<file path="src/rtl/alu_mdu.sv">
// Multi-cycle execute unit: single-cycle integer ALU operations plus an
// iterative unsigned shift-add multiplier and restoring divider (Start/Busy/Done).
module alu_mdu #(
   parameter int WIDTH = 32
) (
   input  logic             clk,
   input  logic             rst,
   input  logic             Start,
   input  logic [3:0]       Op,
   input  logic [WIDTH-1:0] A,
   input  logic [WIDTH-1:0] B,
   output logic             Busy,
   output logic             Done,
   output logic [WIDTH-1:0] Result,
   output logic             Carry,
   output logic             OverFlow,
   output logic             Zero,
   output logic             Negative
);
   localparam int CW = $clog2(WIDTH) + 1;
   localparam logic [CW-1:0] LAST = CW'(WIDTH - 1);

   typedef enum logic [1:0] {IDLE, MUL, DIV} state_t;

   state_t             state;
   logic [2*WIDTH-1:0] acc;
   logic [WIDTH-1:0]   opnd;
   logic               hi_sel;
   logic [CW-1:0]      cnt;

   logic               sub;
   logic [WIDTH-1:0]   b_eff;
   logic [WIDTH:0]     sum;
   logic [WIDTH-1:0]   alu_res;
   logic               alu_c;
   logic               alu_v;
   logic               is_mul;
   logic               is_div;

   always_comb begin
      sub     = (Op == 4'b0001);
      b_eff   = sub ? ~B : B;
      sum     = {1'b0, A} + {1'b0, b_eff} + {{WIDTH{1'b0}}, sub};
      alu_res = '0;
      alu_c   = 1'b0;
      alu_v   = 1'b0;
      case (Op)
         4'b0000, 4'b0001: begin
            alu_res = sum[WIDTH-1:0];
            alu_c   = sum[WIDTH];
            alu_v   = (A[WIDTH-1] == b_eff[WIDTH-1]) && (sum[WIDTH-1] != A[WIDTH-1]);
         end
         4'b0010: alu_res = A & B;
         4'b0011: alu_res = A | B;
         4'b0100: alu_res = A ^ B;
         4'b0101: alu_res = {{(WIDTH-1){1'b0}}, ($signed(A) < $signed(B))};
         // DIVU/REMU only take this path when B is zero
         4'b1010: alu_res = '1;
         4'b1011: alu_res = A;
         default: alu_res = '0;
      endcase
      is_mul = (Op == 4'b1000) || (Op == 4'b1001);
      is_div = ((Op == 4'b1010) || (Op == 4'b1011)) && (B != '0);
   end

   // acc holds {partial product, multiplier} or {remainder, dividend/quotient}
   logic [WIDTH:0]     mul_sum;
   logic [WIDTH:0]     div_shift;
   logic [WIDTH:0]     div_diff;
   logic [2*WIDTH-1:0] acc_next;
   logic [WIDTH-1:0]   fin;

   always_comb begin
      mul_sum   = {1'b0, acc[2*WIDTH-1:WIDTH]} + (acc[0] ? {1'b0, opnd} : {(WIDTH+1){1'b0}});
      div_shift = {acc[2*WIDTH-1:WIDTH], acc[WIDTH-1]};
      div_diff  = div_shift - {1'b0, opnd};
      if (state == MUL)
         acc_next = {mul_sum, acc[WIDTH-1:1]};
      else if (!div_diff[WIDTH])
         acc_next = {div_diff[WIDTH-1:0], acc[WIDTH-2:0], 1'b1};
      else
         acc_next = {div_shift[WIDTH-1:0], acc[WIDTH-2:0], 1'b0};
      fin = hi_sel ? acc_next[2*WIDTH-1:WIDTH] : acc_next[WIDTH-1:0];
   end

   always_ff @(posedge clk or negedge rst) begin
      if (!rst) begin
         state    <= IDLE;
         acc      <= '0;
         opnd     <= '0;
         hi_sel   <= 1'b0;
         cnt      <= '0;
         Busy     <= 1'b0;
         Done     <= 1'b0;
         Result   <= '0;
         Carry    <= 1'b0;
         OverFlow <= 1'b0;
         Zero     <= 1'b1;
         Negative <= 1'b0;
      end else begin
         Done <= 1'b0;
         case (state)
            IDLE: begin
               if (Start) begin
                  hi_sel <= Op[0];
                  cnt    <= '0;
                  if (is_mul) begin
                     state <= MUL;
                     Busy  <= 1'b1;
                     acc   <= {{WIDTH{1'b0}}, B};
                     opnd  <= A;
                  end else if (is_div) begin
                     state <= DIV;
                     Busy  <= 1'b1;
                     acc   <= {{WIDTH{1'b0}}, A};
                     opnd  <= B;
                  end else begin
                     Done     <= 1'b1;
                     Result   <= alu_res;
                     Carry    <= alu_c;
                     OverFlow <= alu_v;
                     Zero     <= (alu_res == '0);
                     Negative <= alu_res[WIDTH-1];
                  end
               end
            end
            default: begin
               acc <= acc_next;
               cnt <= cnt + CW'(1);
               if (cnt == LAST) begin
                  state    <= IDLE;
                  Busy     <= 1'b0;
                  Done     <= 1'b1;
                  Result   <= fin;
                  Carry    <= 1'b0;
                  OverFlow <= 1'b0;
                  Zero     <= (fin == '0);
                  Negative <= fin[WIDTH-1];
               end
            end
         endcase
      end
   end
endmodule

</file>
<file path="config.mk">
export PLATFORM = sky130hd
export DESIGN_NAME = alu_mdu
export DESIGN_NICKNAME = d
export VERILOG_FILES = /design/src/rtl/alu_mdu.sv
export SDC_FILE = /design/constraint.sdc
export NUM_CORES = 1
export LEC_CHECK = 0
export BUFFER_PORTS_ARGS = -buffer_cell sky130_fd_sc_hd__buf_4
export CAP_MARGIN = 10
export CORE_ASPECT_RATIO = 2
export CORE_UTILIZATION = 30
export DETAILED_ROUTE_END_ITERATION = 8
export PLACE_DENSITY = 0.52
export SLEW_MARGIN = 20
export SYNTH_ARGS = -nofsm -noshare
export SYNTH_HDL_FRONTEND = slang
export SYNTH_SLANG_ARGS = --single-unit
</file>
<file path="constraint.sdc">
create_clock -name clk -period 4.9 [get_ports clk]
set_input_delay 0.49 -clock clk [delete_from_list [all_inputs] [get_ports clk]]
set_output_delay 0.49 -clock clk [all_outputs]
set_load 0.005 [all_outputs]
</file>
==> results_tabular.tex, run 1 <==
\begin{tabular}{lr}
\hline
Metric & Value \\
\hline
\multicolumn{2}{l}{\textbf{Placement}} \\
Pre-CTS setup slack & 13.5 ps \\
Port buffer count & 108 \\
Final estimated routing congestion in global placement & 0.979 \\
Placed cell count & 2981 \\
Half-perimeter wire length after placement & 58000 um \\
\multicolumn{2}{l}{\textbf{Timing}} \\
Max-slew violations & 0 \\
Max-slew headroom & 0.334 \\
Max Freq & 215 MHz \\
WHS & 28.7 ps \\
Final period demand of the worst path & 4650 ps \\
Setup-violating endpoint count in the final report & 0 \\
Final clock skew & 12.4 ps \\
Final worst-path setup slack & 250 ps \\
Ratio of final minimum period to clock period & 0.949 \\
Transition time at the pin with the least slew margin & 991 ps \\
TNS Setup & 0 ps \\
Hold Vio Cnt, Final & 0 \\
Setup repair after global routing missed its margin & false \\
\multicolumn{2}{l}{\textbf{Detailed routing}} \\
Average wire per standard cell & 23.8 um \\
Detailed router's first-iteration violation count & 1342 \\
Number of optimization iterations in the first detailed-route pass & 7 \\
Via count & 17500 \\
Post-detailed-route count of antenna-violating nets & 0 \\
DRC violation count after routing & 0 \\
Via-per-instance ratio & 5.79 \\
Total wire length after detailed routing & 71900 um \\
\multicolumn{2}{l}{\textbf{Setup path}} \\
Arrival time of data at the critical path endpoint & 5080 ps \\
End point of the critical path & Zero \\
Flop-to-flop setup slack & 250 ps \\
Largest stage delay on the critical path & 530 ps \\
Number of cells on the worst reg-to-reg path & 19 \\
Startpoint-to-endpoint class of the critical path & reg -> reg \\
Worst Path Required & 5330 ps \\
CP Max Fanout & 17 \\
Startpoint Class & register \\
Reg2reg start & acc[31] \\
CP endpoint kind & register \\
Critical R2R Capture & Zero \\
CP dominant cell by count & buf\_4 \\
Launch point of the worst path & acc[31] \\
Cell-by-cell listing of the critical path & inv\_1 > ha\_1 > inv\_1 > fa\_1 > a211oi\_2 > o211ai\_1 > a21oi\_2 > o41ai\_2 > nor2\_4 > buf\_4 > xor2\_2 > buf\_4 > nand2\_1 > o21ai\_0 > mux4\_2 > nor4\_1 > buf\_4 > nand4\_1 > nand3\_1 \\
Crit-path slowest cell & mux4\_2 \\
\multicolumn{2}{l}{\textbf{Global route}} \\
Overall fraction of global-route tracks in use & 0.250 \\
Vias in the first global route & 17800 \\
Wire length of the first global-routing pass & 107000 um \\
Final global-route overflow total & 0 \\
Largest net degree at the start of global routing & 92 \\
Number of antenna violations at the first check in global routing & 0 \\
\multicolumn{2}{l}{\textbf{Power and ir drop}} \\
Total power & 14.3 mW \\
Fraction of power consumed by combinational cells & 0.717 \\
Sequential share of power & 0.175 \\
Sw Pwr & 7.44 mW \\
Internal power consumption & 6.90 mW \\
Max IR drop VDD & 290 uV \\
Clock network fraction of design power & 0.109 \\
Switching Share & 0.519 \\
Static leakage & 8.89 nW \\
Power density over cell area & 729 mW/mm\^{}2 \\
\multicolumn{2}{l}{\textbf{Floorplanning}} \\
Core outline area & 0.0554 mm\^{}2 \\
Area enclosed by the die boundary & 0.0570 mm\^{}2 \\
Die Span Y & 337 um \\
Overall die width & 169 um \\
Initial standard-cell utilization of the core & 0.303 \\
Total I/O pin count & 109 \\
Std-Cell Rows & 122 \\
\multicolumn{2}{l}{\textbf{Synth}} \\
Post-synthesis sequential area ratio & 0.211 \\
Number of warning messages in the yosys log & 0 \\
Cell count after synthesis & 2160 \\
Number of flip-flops and latches in the synthesized netlist & 142 \\
Number of synthesized flops with an enable pin & 0 \\
Distinct cells, synth & 88 \\
Share of synthesized registers carrying an async set or reset & 1.00 \\
Most frequently used flop master after synthesis & dfrtp\_1 \\
Mean cell area of the mapped netlist & 7.78 um\^{}2 \\
Synth Cell Area & 0.0168 mm\^{}2 \\
Number of nets in the synthesized netlist & 2434 \\
\multicolumn{2}{l}{\textbf{Clocking}} \\
Clock tree from TritonCTS & yes \\
Number of buffers inserted by hold repair at cts & 0 \\
Number of buffers on the longest clock path & 3 \\
Maximum level of the CTS H-tree & 4 \\
Clock insertion delay at the later pin of the skew report & 500 ps \\
Number of clock sinks & 142 \\
Clock input transition at the sequential cells of the worst setup and hold paths & 70 ps \\
Number of CTS-inserted buffers & 25 \\
Buffer cell driving the clock tree root & clkbuf\_16 \\
\multicolumn{2}{l}{\textbf{Run}} \\
\# Max-Cap Violations & 0 \\
\multicolumn{2}{l}{\textbf{Run status}} \\
Outcome & complete, no violations \\
\multicolumn{2}{l}{\textbf{Cells and area}} \\
Number of non-filler instances in the completed layout & 3024 \\
Filler cell count & 5810 \\
Proportion of layout cells with a drive suffix above 1 & 0.132 \\
ANT cells & 0 \\
Signed area change from the synthesized netlist to the final layout & 17.0\% \\
Final \#Nets & 2549 \\
\multicolumn{2}{l}{\textbf{Min path}} \\
Min-delay worst type & in -> async \\
\hline
\end{tabular}
-- repair_timing --
item | CTS | global route
gates cloned | 0 | 0
buffers inserted | 2 | 9
pin swaps | 1 | 2
endpoints found under the setup margin | 1 | 1
gates resized for setup | 0 | 1
-- worst max-delay path, delay by kind of cell, from the launching register on --
kind | cells | cell delay (ps)
AO/OA/AOI/OAI | 5 | 1010
AND/OR/NAND/NOR | 5 | 920
buffers and inverters | 5 | 910
adder cells (fa/ha/maj) | 2 | 670
multiplexers | 1 | 530
flip-flops | 1 | 410
XOR/XNOR | 1 | 110
-- worst min-delay path by stage --
stage	from	end	slack (ps)
2_1_floorplan	rst	Busy	190
5_1_grt	rst	opnd[25]	120
6_report	rst	opnd[25]	30
3_3_place_gp	Busy	Busy	460
3_5_place_dp	Result[1]	Result[1]	480
4_1_cts	rst	opnd[25]	90
-- through the flow --
stage	utilization	area [um^2]
3_3_place_gp	0.341	18900
6_report	0.355	19700
4_1_cts	0.354	19600
3_5_place_dp	0.341	18900
2_1_floorplan	-	16800
5_1_grt	0.355	19700
-- registers in the layout, indices dropped and copies added (netlist names), 2 cells and up --
signal	count
cnt	6
acc	64
Result	31
state	2
opnd	32
-- placed cells by master (no fill, tap or decap), types with 17 or more instances in the layout --
cell	instances
nand2_1	249
a21oi_1	204
ha_1	200
buf_4	199
nor2_1	151
inv_1	148
dfrtp_1	140
o21ai_0	140
xnor2_1	73
mux2i_1	55
and2_1	51
nand3_1	46
a21o_1	36
a222oi_1	35
a211oi_1	33
a221oi_1	33
xor2_1	33
nor3_1	32
a221o_1	27
a22oi_1	25
clkbuf_16	25
nand4_1	23
o211ai_1	21
nor4_1	18
nand2b_1	17
-- per-layer routing --
layer,wire [um],GRT usage,part of all wire
met5,0,0,0
met4,5760,0.195,0.080
met3,2800,0.0173,0.039
met2,37300,0.463,0.52
met1,26100,0.260,0.36
-- cell type report --
class                           instances  area, um^2  share of cell area
Multi-Input combinational cell       1753       12300               0.627
Clock buffer                           31         668              0.0340
Sequential cell                       142        3560               0.181
Tap cell                              744         931              0.0473
Clock inverter                          1        30.0             0.00153
Timing Repair Buffer                  205        1610              0.0816
Inverter                              148         556              0.0282
-- cells by family after synthesis --
family | after synthesis | share of synthesized area
adder cells (fa/ha/maj) | 203 | 0.152
AND/OR/NAND/NOR | 672 | 0.189
AO/OA/AOI/OAI | 698 | 0.282
XOR/XNOR | 108 | 0.0574
flip-flops | 142 | 0.211
buffers and inverters | 265 | 0.0622
multiplexers | 72 | 0.0457
-- Yosys cell counts (23+ instances only) --
cell / number / area share
a211oi_1: 34 / 0.015
nor3_1: 34 / 0.010
and2_1: 51 / 0.019
dfrtp_1: 141 / 0.21
a21o_1: 36 / 0.016
nand2_1: 250 / 0.056
xor2_1: 34 / 0.018
a221o_1: 27 / 0.016
nand4_1: 23 / 0.0086
a21oi_1: 205 / 0.061
inv_1: 148 / 0.033
o21ai_0: 140 / 0.042
nor2_1: 153 / 0.034
a222oi_1: 35 / 0.021
a22oi_1: 25 / 0.011
ha_1: 200 / 0.15
nand3_1: 46 / 0.014
mux2i_1: 55 / 0.033
a221oi_1: 33 / 0.017
clkbuf_1: 96 / 0.021
xnor2_1: 73 / 0.038
-- power by group through the flow --
| stage | clock network [mW] | logic, mW | registers [mW] |
|---|---|---|---|
| after floorplan | 0 | 6.77 | 2.13 |
| after global placement | 0 | 9.84 | 2.51 |
| after detailed placement | 0 | 9.89 | 2.50 |
| after CTS | 1.58 | 10.0 | 2.49 |
| after global routing | 1.62 | 11.1 | 2.55 |
| final | 1.56 | 10.3 | 2.50 |
Power figures use the tool's default switching activity.
==> run 2, diff against run 1 <==
clock period = 5.65 ns   (was 4.9 ns; I/O delays follow)
==> results_tabular.tex, run 2 (synthesis results as in run 1) <==
\begin{tabular}{lr}
\hline
Metric & Value \\
\hline
\multicolumn{2}{l}{\textbf{Clocking}} \\
Maximum level of the CTS H-tree & 4 (unchanged) \\
Buffers inserted by post-CTS timing repair & 0 (was 2) \\
Number of buffers inserted by hold repair at cts & 0 (unchanged) \\
Number of CTS-inserted buffers & 25 (unchanged) \\
Buffer cell driving the clock tree root & clkbuf\_16 (unchanged) \\
Clock insertion delay at the later pin of the skew report & 500 ps (about the same) \\
Number of gates resized after CTS & 0 (unchanged) \\
Clock input transition at the sequential cells of the worst setup and hold paths & 60 ps (was 70 ps) \\
Number of buffers on the longest clock path & 3 (unchanged) \\
Number of clock sinks & 142 (unchanged) \\
Clock tree from TritonCTS & yes (unchanged) \\
\multicolumn{2}{l}{\textbf{Global route}} \\
Wire length of the first global-routing pass & 108000 um (was 107000 um) \\
Largest net degree at the start of global routing & 92 (unchanged) \\
Overall fraction of global-route tracks in use & 0.254 (was 0.250) \\
Vias in the first global route & 17600 (was 17800) \\
Number of antenna violations at the first check in global routing & 1 (was 0) \\
Final global-route overflow total & 0 (unchanged) \\
\multicolumn{2}{l}{\textbf{Floorplanning}} \\
Die Span Y & 337 um (unchanged) \\
Area enclosed by the die boundary & 0.0570 mm\^{}2 (unchanged) \\
Core outline area & 0.0554 mm\^{}2 (unchanged) \\
Std-Cell Rows & 122 (unchanged) \\
Overall die width & 169 um (unchanged) \\
Initial standard-cell utilization of the core & 0.303 (unchanged) \\
Total I/O pin count & 109 (unchanged) \\
\multicolumn{2}{l}{\textbf{Timing}} \\
Hold Vio Cnt, Final & 0 (unchanged) \\
WHS & 89.7 ps (was 28.7 ps) \\
Final clock skew & 20.7 ps (was 12.4 ps) \\
Setup-violating endpoint count in the final report & 0 (unchanged) \\
Final period demand of the worst path & 5180 ps (was 4650 ps) \\
TNS Setup & 0 ps (unchanged) \\
Final worst-path setup slack & 472 ps (was 250 ps) \\
Setup repair after global routing missed its margin & false (unchanged) \\
Max Freq & 193 MHz (was 215 MHz) \\
Ratio of final minimum period to clock period & 0.916 (was 0.949) \\
Max-slew headroom & 0.327 (was 0.334) \\
Transition time at the pin with the least slew margin & 1010 ps (was 991 ps) \\
Max-slew violations & 0 (unchanged) \\
\multicolumn{2}{l}{\textbf{Cells and area}} \\
Final \#Nets & 2496 (was 2549) \\
Proportion of layout cells with a drive suffix above 1 & 0.112 (was 0.132) \\
Final Cell Area & 0.0193 mm\^{}2 (was 0.0197 mm\^{}2) \\
Largest registers in the final layout & acc: 64 flops, opnd: 32 flops, Result: 31 flops (unchanged) \\
Most common library cell in the layout ignoring fill and taps & nand2\_1 (unchanged) \\
Register name with the most flops & acc (unchanged) \\
Flip-flop count of the largest register after layout & 64 (unchanged) \\
Commonest non-fill, non-tap cells in the layout & 249 x nand2\_1, 204 x a21oi\_1, 200 x ha\_1 (unchanged) \\
Area of combinational cells with multiple inputs & 0.0123 mm\^{}2 (about the same) \\
Filler cell count & 5839 (was 5810) \\
Signed area change from the synthesized netlist to the final layout & 14.6\% (was 17.0\%) \\
Register cell area after layout & 0.00356 mm\^{}2 (unchanged) \\
ANT cells & 0 (unchanged) \\
\multicolumn{2}{l}{\textbf{Min path}} \\
Min-delay worst type & in -> async (unchanged) \\
\multicolumn{2}{l}{\textbf{Placement}} \\
Final estimated routing congestion in global placement & 0.924 (was 0.979) \\
Area post-placement & 0.0186 mm\^{}2 (was 0.0189 mm\^{}2) \\
Port buffer count & 108 (unchanged) \\
Pre-CTS setup slack & 535 ps (was 13.5 ps) \\
Half-perimeter wire length after placement & 58400 um (was 58000 um) \\
\multicolumn{2}{l}{\textbf{Detailed routing}} \\
Detailed router's first-iteration violation count & 1411 (was 1342) \\
DRC violation count after routing & 0 (unchanged) \\
Average wire per standard cell & 24.5 um (was 23.8 um) \\
Post-detailed-route count of antenna-violating nets & 0 (unchanged) \\
Total wire length after detailed routing & 72900 um (was 71900 um) \\
Via count & 17200 (was 17500) \\
Via-per-instance ratio & 5.80 (was 5.79) \\
Number of optimization iterations in the first detailed-route pass & 9 (was 7) \\
\multicolumn{2}{l}{\textbf{Power and ir drop}} \\
Static leakage & 8.64 nW (was 8.89 nW) \\
Power density over cell area & 622 mW/mm\^{}2 (was 729 mW/mm\^{}2) \\
Max IR drop VDD & 206 uV (was 290 uV) \\
\multicolumn{2}{l}{\textbf{Setup path}} \\
Arrival time of data at the critical path endpoint & 5610 ps (was 5080 ps) \\
CP Max Fanout & 9 (was 17) \\
Startpoint-to-endpoint class of the critical path & reg -> reg (unchanged) \\
CP endpoint kind & register (unchanged) \\
Startpoint Class & register (unchanged) \\
Worst Path Required & 6090 ps (was 5330 ps) \\
\multicolumn{2}{l}{\textbf{Run status}} \\
Outcome & complete, no violations (unchanged) \\
\multicolumn{2}{l}{\textbf{Run}} \\
\# Max-Cap Violations & 0 (unchanged) \\
\hline
\end{tabular}
run 2: worst paths after layout:
kind | to | cells past startpoint | start | slack (ps)
max reg2reg | Zero | 15 | acc[31] | 470
min in group clk | acc[21] | 3 | A[21] | 360
max | Zero | 15 | acc[31] | 470
min | opnd[27] | 1 | rst | 90
max in group asynchronous | Result[5] | 2 | rst | 4040
min reg2reg | Busy | 1 | Busy | 480
run 2: cell type report:
type	count	area share
Clock buffer	29	0.0348
Tap cell	744	0.0483
Multi-Input combinational cell	1753	0.639
Clock inverter	4	0.00260
Inverter	148	0.0288
Sequential cell	142	0.185
Timing Repair Buffer	152	0.0620
run 2: worst max-delay path: stages (launching register included):
cell	delay, ps
dfrtp_1	410
inv_1	260
ha_1	250
inv_1	60
fa_1	440
a211oi_2	240
o211ai_1	180
a21oi_2	310
o41ai_2	150
nor2_4	320
xor2_2	660
o21ai_0	360
mux4_2	570
nor4_1	500
nand4_1	260
nand3_1	150
run 2: per-stage QoR:
stage	power, mW	utilization	instances
after global routing	12.8	0.348	2972
after CTS	11.9	0.348	2972
after detailed placement	10.5	0.335	2939
after global placement	10.5	0.335	2939
after floorplan	7.72	-	2160
final	12.0	0.348	2972
run 2: report_power, final:
part           switching (mW)  total, mW  internal, mW
combinational            5.17       8.43          3.26
clock                   0.503       1.38         0.875
sequential              0.671       2.18          1.50
run 2: layer usage:
layer,share of wire,vias to the layer above,global-route usage
li1,-,8049,-
met1,0.37,8391,0.271
met2,0.51,597,0.464
met3,0.041,203,0.0190
met4,0.077,0,0.187
met5,0,-,0
